`src/rtl/axi4_lite_pkg.sv`:
```
// axi4_lite_pkg: shared types and constants for the AXI4-Lite command sequencer
package axi4_lite_pkg;
  localparam int CMD_AW = 32;
  localparam int CMD_DW = 32;
  localparam logic [1:0] RESP_OKAY = 2'b00;
  localparam logic [1:0] RESP_SLVERR = 2'b10;
  typedef enum logic [1:0] {IDLE, ISSUE, WAIT, RESP} seq_state_t;
  typedef struct packed {
    logic              write;
    logic [CMD_AW-1:0] addr;
    logic [CMD_DW-1:0] wdata;
  } cmd_t;
endpackage

```
`src/rtl/axi4_lite_cmd_fifo.sv`:
```
// axi4_lite_cmd_fifo: synchronous command FIFO with registered occupancy count
module axi4_lite_cmd_fifo
  import axi4_lite_pkg::*;
#(
  parameter int DEPTH = 4,
  localparam int AW = $clog2(DEPTH)
) (
  input  logic        clk,
  input  logic        rst,
  input  logic        push_i,
  input  logic        pop_i,
  input  cmd_t        din_i,
  output cmd_t        dout_o,
  output logic        full_o,
  output logic        empty_o,
  output logic [AW:0] count_o
);
  cmd_t mem_q [DEPTH];
  logic [AW-1:0] wr_q, rd_q;
  logic [AW:0] cnt_q;
  logic do_push, do_pop;
  assign full_o = cnt_q == (AW+1)'(DEPTH);
  assign empty_o = cnt_q == '0;
  assign count_o = cnt_q;
  assign dout_o = mem_q[rd_q];
  assign do_push = push_i && !full_o;
  assign do_pop = pop_i && !empty_o;
  always_ff @(posedge clk) begin
    if (do_push) mem_q[wr_q] <= din_i;
  end
  always_ff @(posedge clk) begin
    if (rst) begin
      wr_q <= '0;
      rd_q <= '0;
      cnt_q <= '0;
    end else begin
      if (do_push) wr_q <= wr_q + 1'b1;
      if (do_pop) rd_q <= rd_q + 1'b1;
      cnt_q <= cnt_q + (AW+1)'(do_push) - (AW+1)'(do_pop);
    end
  end
endmodule

```
`src/rtl/axi4_lite_cmd_sequencer.sv`:
```
// axi4_lite_cmd_sequencer: queues host commands and issues them one at a time with timeout
module axi4_lite_cmd_sequencer
  import axi4_lite_pkg::*;
#(
  parameter int DATA_WIDTH = CMD_DW,
  parameter int ADDRESS = CMD_AW,
  parameter int DEPTH = 4,
  parameter int TIMEOUT = 255
) (
  input  logic                  ACLK,
  input  logic                  ARESET,
  input  logic                  cmd_valid,
  output logic                  cmd_ready,
  input  logic                  cmd_write,
  input  logic [ADDRESS-1:0]    cmd_addr,
  input  logic [DATA_WIDTH-1:0] cmd_wdata,
  output logic                  write_s,
  output logic                  read_s,
  output logic [ADDRESS-1:0]    address,
  output logic [DATA_WIDTH-1:0] W_data,
  input  logic                  wr_done,
  input  logic                  rd_done,
  input  logic [DATA_WIDTH-1:0] rd_data,
  input  logic [1:0]            resp_in,
  output logic                  rsp_valid,
  input  logic                  rsp_ready,
  output logic                  rsp_write,
  output logic [DATA_WIDTH-1:0] rsp_data,
  output logic [1:0]            rsp_resp,
  output logic                  busy
);
  localparam int CW = $clog2(TIMEOUT + 1);
  seq_state_t state_q, state_d;
  cmd_t in_cmd, head, cmd_q, cmd_d;
  logic [CW-1:0] cnt_q, cnt_d;
  logic rsp_write_q, rsp_write_d;
  logic [DATA_WIDTH-1:0] rsp_data_q, rsp_data_d;
  logic [1:0] rsp_resp_q, rsp_resp_d;
  logic full, empty, pop, match, expired, active;
  logic [$clog2(DEPTH):0] count;
  assign in_cmd = '{write: cmd_write, addr: cmd_addr, wdata: cmd_wdata};
  axi4_lite_cmd_fifo #(.DEPTH(DEPTH)) u_fifo (
    .clk    (ACLK),
    .rst    (ARESET),
    .push_i (cmd_valid),
    .pop_i  (pop),
    .din_i  (in_cmd),
    .dout_o (head),
    .full_o (full),
    .empty_o(empty),
    .count_o(count)
  );
  assign pop = state_q == IDLE && !empty;
  assign match = cmd_q.write ? wr_done : rd_done;
  assign expired = cnt_q == CW'(TIMEOUT - 1);
  always_comb begin
    state_d = state_q;
    cmd_d = cmd_q;
    cnt_d = state_q == WAIT ? cnt_q + 1'b1 : '0;
    rsp_write_d = rsp_write_q;
    rsp_data_d = rsp_data_q;
    rsp_resp_d = rsp_resp_q;
    case (state_q)
      IDLE: if (!empty) begin
        cmd_d = head;
        state_d = ISSUE;
      end
      ISSUE: state_d = WAIT;
      // a completing handshake takes priority over a coincident timeout
      WAIT: if (match || expired) begin
        state_d = RESP;
        rsp_write_d = cmd_q.write;
        rsp_data_d = match && !cmd_q.write ? rd_data : '0;
        rsp_resp_d = match ? resp_in : RESP_SLVERR;
      end
      RESP: if (rsp_ready) begin
        state_d = IDLE;
        rsp_write_d = 1'b0;
        rsp_data_d = '0;
        rsp_resp_d = RESP_OKAY;
      end
      default: state_d = IDLE;
    endcase
  end
  always_ff @(posedge ACLK) begin
    if (ARESET) begin
      state_q <= IDLE;
      cmd_q <= '0;
      cnt_q <= '0;
      rsp_write_q <= 1'b0;
      rsp_data_q <= '0;
      rsp_resp_q <= RESP_OKAY;
    end else begin
      state_q <= state_d;
      cmd_q <= cmd_d;
      cnt_q <= cnt_d;
      rsp_write_q <= rsp_write_d;
      rsp_data_q <= rsp_data_d;
      rsp_resp_q <= rsp_resp_d;
    end
  end
  assign active = state_q == ISSUE || state_q == WAIT;
  assign write_s = state_q == ISSUE && cmd_q.write;
  assign read_s = state_q == ISSUE && !cmd_q.write;
  assign address = active ? cmd_q.addr : '0;
  assign W_data = active ? cmd_q.wdata : '0;
  assign cmd_ready = !full;
  assign rsp_valid = state_q == RESP;
  assign rsp_write = rsp_write_q;
  assign rsp_data = rsp_data_q;
  assign rsp_resp = rsp_resp_q;
  assign busy = state_q != IDLE || count != '0;
endmodule

```
`config.mk`:
```
export PLATFORM = sky130hd
export DESIGN_NAME = axi4_lite_cmd_sequencer
export DESIGN_NICKNAME = d
export VERILOG_FILES = /design/src/rtl/axi4_lite_pkg.sv /design/src/rtl/axi4_lite_cmd_fifo.sv /design/src/rtl/axi4_lite_cmd_sequencer.sv
export SDC_FILE = /design/constraint.sdc
export NUM_CORES = 1
export LEC_CHECK = 0
export ABC_CLOCK_PERIOD_IN_PS = 5800
export CAP_MARGIN = 10
export CORE_MARGIN = 2
export CORE_UTILIZATION = 55
export CTS_CLUSTER_SIZE = 14
export DETAILED_ROUTE_END_ITERATION = 8
export PLACE_DENSITY_LB_ADDON = 0.3
export SKIP_LAST_GASP = 1
export SLEW_MARGIN = 40
export SYNTH_ARGS = -nofsm -noshare
export SYNTH_HDL_FRONTEND = slang
export SYNTH_SLANG_ARGS = --single-unit
```
`constraint.sdc`:
```
create_clock -name ACLK -period 5.8 [get_ports ACLK]
set_input_delay 1.74 -clock ACLK [delete_from_list [all_inputs] [get_ports ACLK]]
set_output_delay 1.74 -clock ACLK [all_outputs]
set_load 0.01 [all_outputs]
```
==> results list <==
- Via-per-instance ratio: about 5.5
- By startpoint and endpoint, the worst setup path is classified as flip-flop to output pin.
- Sequential area share after synthesis: between 70% and 80%
- In this run the standard cell core region covers between 20000 and 30000 sq um.
* Number of rows in the core area: 59
* Startpoint class of the critical path: flip-flop
- Worst hold-check path type: flip-flop to flip-flop
* Top-level I/O count: between 200 and 250
- Type of element capturing the critical path: output pin
- In the final routed layout, each cell accounts on average for roughly 19 um.
* Share of the cycle needed by the critical path after routing: roughly 73%
- At the end of the flow, the number of nets in the layout was between 1000 and 1500.
- The detailed router placed ~8400 vias in this run.
- Synth-to-Final Area Change: 26.3%
- The flow ran to the end, and the final reports show no timing, DRC or antenna violations.
* Unrepaired setup endpoints after global routing: no
- Number of synthesis warnings: 0
- CTS Buf Count: 38
* Hold buffer count at cts: 0
* Clk buf depth: 3
* Cell area after placement: 16800 sq um
- The hold violation total from the final report came to 0.
- Setup Buffers After CTS: 0
- Transition time of the tightest slew-check pin: just under 0.8 ns
- The tree built by TritonCTS fans out to 377 sinks.
* X dimension of the die: 165 um
* Final Worst Setup Slack: around 1.6 ns
- After Yosys synthesis, full adders, half adders and majority gates account for under 10% of the synthesized area.
* Biggest area contributors in the synthesized netlist: sky130_fd_sc_hd__edfxtp_1 (54%), sky130_fd_sc_hd__dfxtp_1 (16%), sky130_fd_sc_hd__mux4_2 (10%), sky130_fd_sc_hd__nand2_1 (4.4%), sky130_fd_sc_hd__and2_1 (3.0%)
* Via count of the first global-routing pass: between 8000 and 9000
* Starting Density: roughly 55%
- The first routing iteration left approximately 570 violations.
* Count of final max-slew check failures: 0
- For this design the ratio of total power to cell area is approximately 450 nW/um^2.
- Synthesis produced a netlist whose cell count is 960.
* Worst-case headroom to the max-slew limit: roughly 49%
- Counting flops with a built-in enable in the synthesized netlist gives between 200 and 300.
- Aggregate negative setup slack: 0 ns
- Area fraction in compound gates after synthesis: 5.31%
* Final min period: 4.24 ns
* Detail Placement HPWL: around 17000 um
- After detailed routing, the number of remaining DRC violations is 0.
- MaxCap Viol Count: 0
* Share of layout cells above drive strength 1: between 10% and 20%
* Post-route standard cell area excluding fillers: between 15000 and 20000 sq um
* Clock Skew: around 0.016 ns
- Commonest register cell after synthesis: sky130_fd_sc_hd__edfxtp_1
* CTS Root Cell: sky130_fd_sc_hd__clkbuf_16
* Area fraction of the dominant cell type after synthesis: 54.5%
* Count of TritonRoute iterations in the first routing pass: 7
- The library cells used most frequently in the layout, excluding fill and tap cells, are sky130_fd_sc_hd__edfxtp_1 (260), sky130_fd_sc_hd__clkdlybuf4s50_1 (207), sky130_fd_sc_hd__nand2_1 (169).
- Synth unique cells: 39
* Gates resized, CTS repair: 0
- First-pass GRT wire length: 44200 um
* Number of buffer cells added on primary ports: around 210
- GRT Resource Usage Total: around a fifth
* Cell area after synthesis: 14300 sq um
- Antenna-violating nets left: 0
* Number of nets in the synthesized netlist: approximately 1100
* TritonCTS clock tree: yes
- The floorplan step defined a die boundary enclosing 27400 sq um.
* Overflow after GRT: 0
- Clock edge transition at the registers on the reported setup and hold paths: 0.06 ns
- Most common cell after layout, fill and taps aside: sky130_fd_sc_hd__edfxtp_1
* Synth Area in Simple Gates: just under 10%
* Peak fanout along the critical path: between 60 and 70
- Synthesis inferred 377 register bits.
* Data arrival time at the worst-slack endpoint: about 2.5 ns
- Endpoint required time on the critical path: between 4 and 5 ns
- Cell accounting for the most synthesized area: sky130_fd_sc_hd__edfxtp_1
- Entering global routing, the biggest net connects a little under 80 pins.
* Final Util: around 70%
- The number of antenna violations at the first check in global routing came to 1.
* Routability congestion estimate from global placement: 0.725
- Clk Latency, worst-skew pair: just over 0.5 ns
- Finish-stage setup viols: 0
- Average cell area after synthesis: around 15 sq um
- Across the VDD grid, the largest voltage drop is 301 uV.
- Of the total synthesized cell area, the portion taken by XOR and XNOR cells is 0.550%.
- Measured along the y axis, the die boundary spans 165 um.
* Dominant combinational cell family by area after synthesis: multiplexers
- H-Tree Depth: 2
- In the synthesized netlist the async set-or-reset flop fraction comes to 0%.
* Proportion of synthesized area in mux cells: roughly 10%
* Wirelength, routed: 29300 um
- Summed over all cells, the static leakage comes to just over 6 nW.
- Derived from the worst setup path, the maximum achievable clock frequency is between 0.2 and 0.25 GHz.
- Before CTS, the worst setup slack after placement is 1.75 ns.
==> sequential cells by signal, indices dropped and copies added, names as in the netlist <==
name            count
u_fifo.mem_q      260
cmd_q              65
rsp_data           32
cnt_q               8
u_fifo.count_o      3
rsp_resp            2
state_q             2
u_fifo.rd_q         2
u_fifo.wr_q         2
rsp_write           1
==> worst max-delay path, cell delays in order (launching register included) <==
cell and delay (ns):
sky130_fd_sc_hd__dfxtp_1 0.38, sky130_fd_sc_hd__inv_1 0.12, sky130_fd_sc_hd__ha_4 0.65, sky130_fd_sc_hd__and2_1 0.30, sky130_fd_sc_hd__clkdlybuf4s50_1 0.56
==> layout make-up <==
type,instances,area [sq um]
Tap cell,335,419
Inverter,11,42.5
Timing Repair Buffer,223,2310
Clock buffer,55,1080
Antenna cell,2,5.00
Fill cell,1760,7730
Clock inverter,14,171
Sequential cell,377,10200
Multi-Input combinational cell,510,3920
==> cell usage after synthesis, types with 2 or more instances <==
| library cell | number |
|---|---|
| sky130_fd_sc_hd__a211oi_1 | 2 |
| sky130_fd_sc_hd__a21oi_1 | 70 |
| sky130_fd_sc_hd__a31o_1 | 6 |
| sky130_fd_sc_hd__a31o_2 | 19 |
| sky130_fd_sc_hd__and2_1 | 69 |
| sky130_fd_sc_hd__buf_1 | 9 |
| sky130_fd_sc_hd__buf_2 | 16 |
| sky130_fd_sc_hd__clkbuf_1 | 36 |
| sky130_fd_sc_hd__dfxtp_1 | 117 |
| sky130_fd_sc_hd__edfxtp_1 | 260 |
| sky130_fd_sc_hd__ha_1 | 13 |
| sky130_fd_sc_hd__inv_1 | 9 |
| sky130_fd_sc_hd__mux2i_1 | 2 |
| sky130_fd_sc_hd__mux4_2 | 65 |
| sky130_fd_sc_hd__nand2_1 | 169 |
| sky130_fd_sc_hd__nand2b_1 | 3 |
| sky130_fd_sc_hd__nand3_1 | 4 |
| sky130_fd_sc_hd__nor2_1 | 15 |
| sky130_fd_sc_hd__nor2b_1 | 5 |
| sky130_fd_sc_hd__nor3_1 | 26 |
| sky130_fd_sc_hd__o211ai_1 | 10 |
| sky130_fd_sc_hd__o21ai_0 | 10 |
| sky130_fd_sc_hd__or3_1 | 2 |
| sky130_fd_sc_hd__xnor2_1 | 5 |
| sky130_fd_sc_hd__xor2_1 | 4 |
==> cells by family after synthesis <==
kind of cell	after synthesis
flops	377
buf+inv	73
compound gates	123
mux	67
fa+ha+maj	14
xor+xnor	9
simple gates	297
==> path summary, 6_finish.rpt <==
check | startpoint | to | slack (ns) | depth (start not counted)
min reg2reg | cmd_q[14]$_SDFFE_PP0P_ | cmd_q[14]$_SDFFE_PP0P_ | 0.45 | 2
max | state_q[0]$_SDFFE_PP0P_ | W_data[28] | 1.56 | 4
max reg2reg | u_fifo.count_o[1]$_SDFF_PP0_ | u_fifo.count_o[2]$_SDFF_PP0_ | 3.01 | 10
min | cmd_q[14]$_SDFFE_PP0P_ | cmd_q[14]$_SDFFE_PP0P_ | 0.45 | 2
==> report_power, final <==
group,switching (W),internal (W)
Sequential,0.000211,0.00332
Combinational,0.00118,0.000995
Clock,0.000951,0.00147
Total,0.00235,0.00578
==> per-stage QoR <==
stage | total power (W) | cells | hold WS (ns)
final | 0.00813 | 1527 | 0.450
after global routing | 0.00854 | 1525 | 0.466
after CTS | 0.00822 | 1524 | 0.450
after detailed placement | 0.00579 | 1455 | 0.442
after global placement | 0.00565 | 1447 | 0.438
after floorplan | 0.00491 | 960 | 0.430
==> per-layer routing <==
layer | vias up | wire [um] | GRT usage, %
li1 | 3948 | - | -
met1 | 4134 | 11800 | 26.1
met2 | 246 | 15000 | 37.6
met3 | 43 | 1960 | 4.85
met4 | 2 | 559 | 5.84
met5 | - | 16 | 0
No activity file was read; power rests on OpenSTA's default activity.
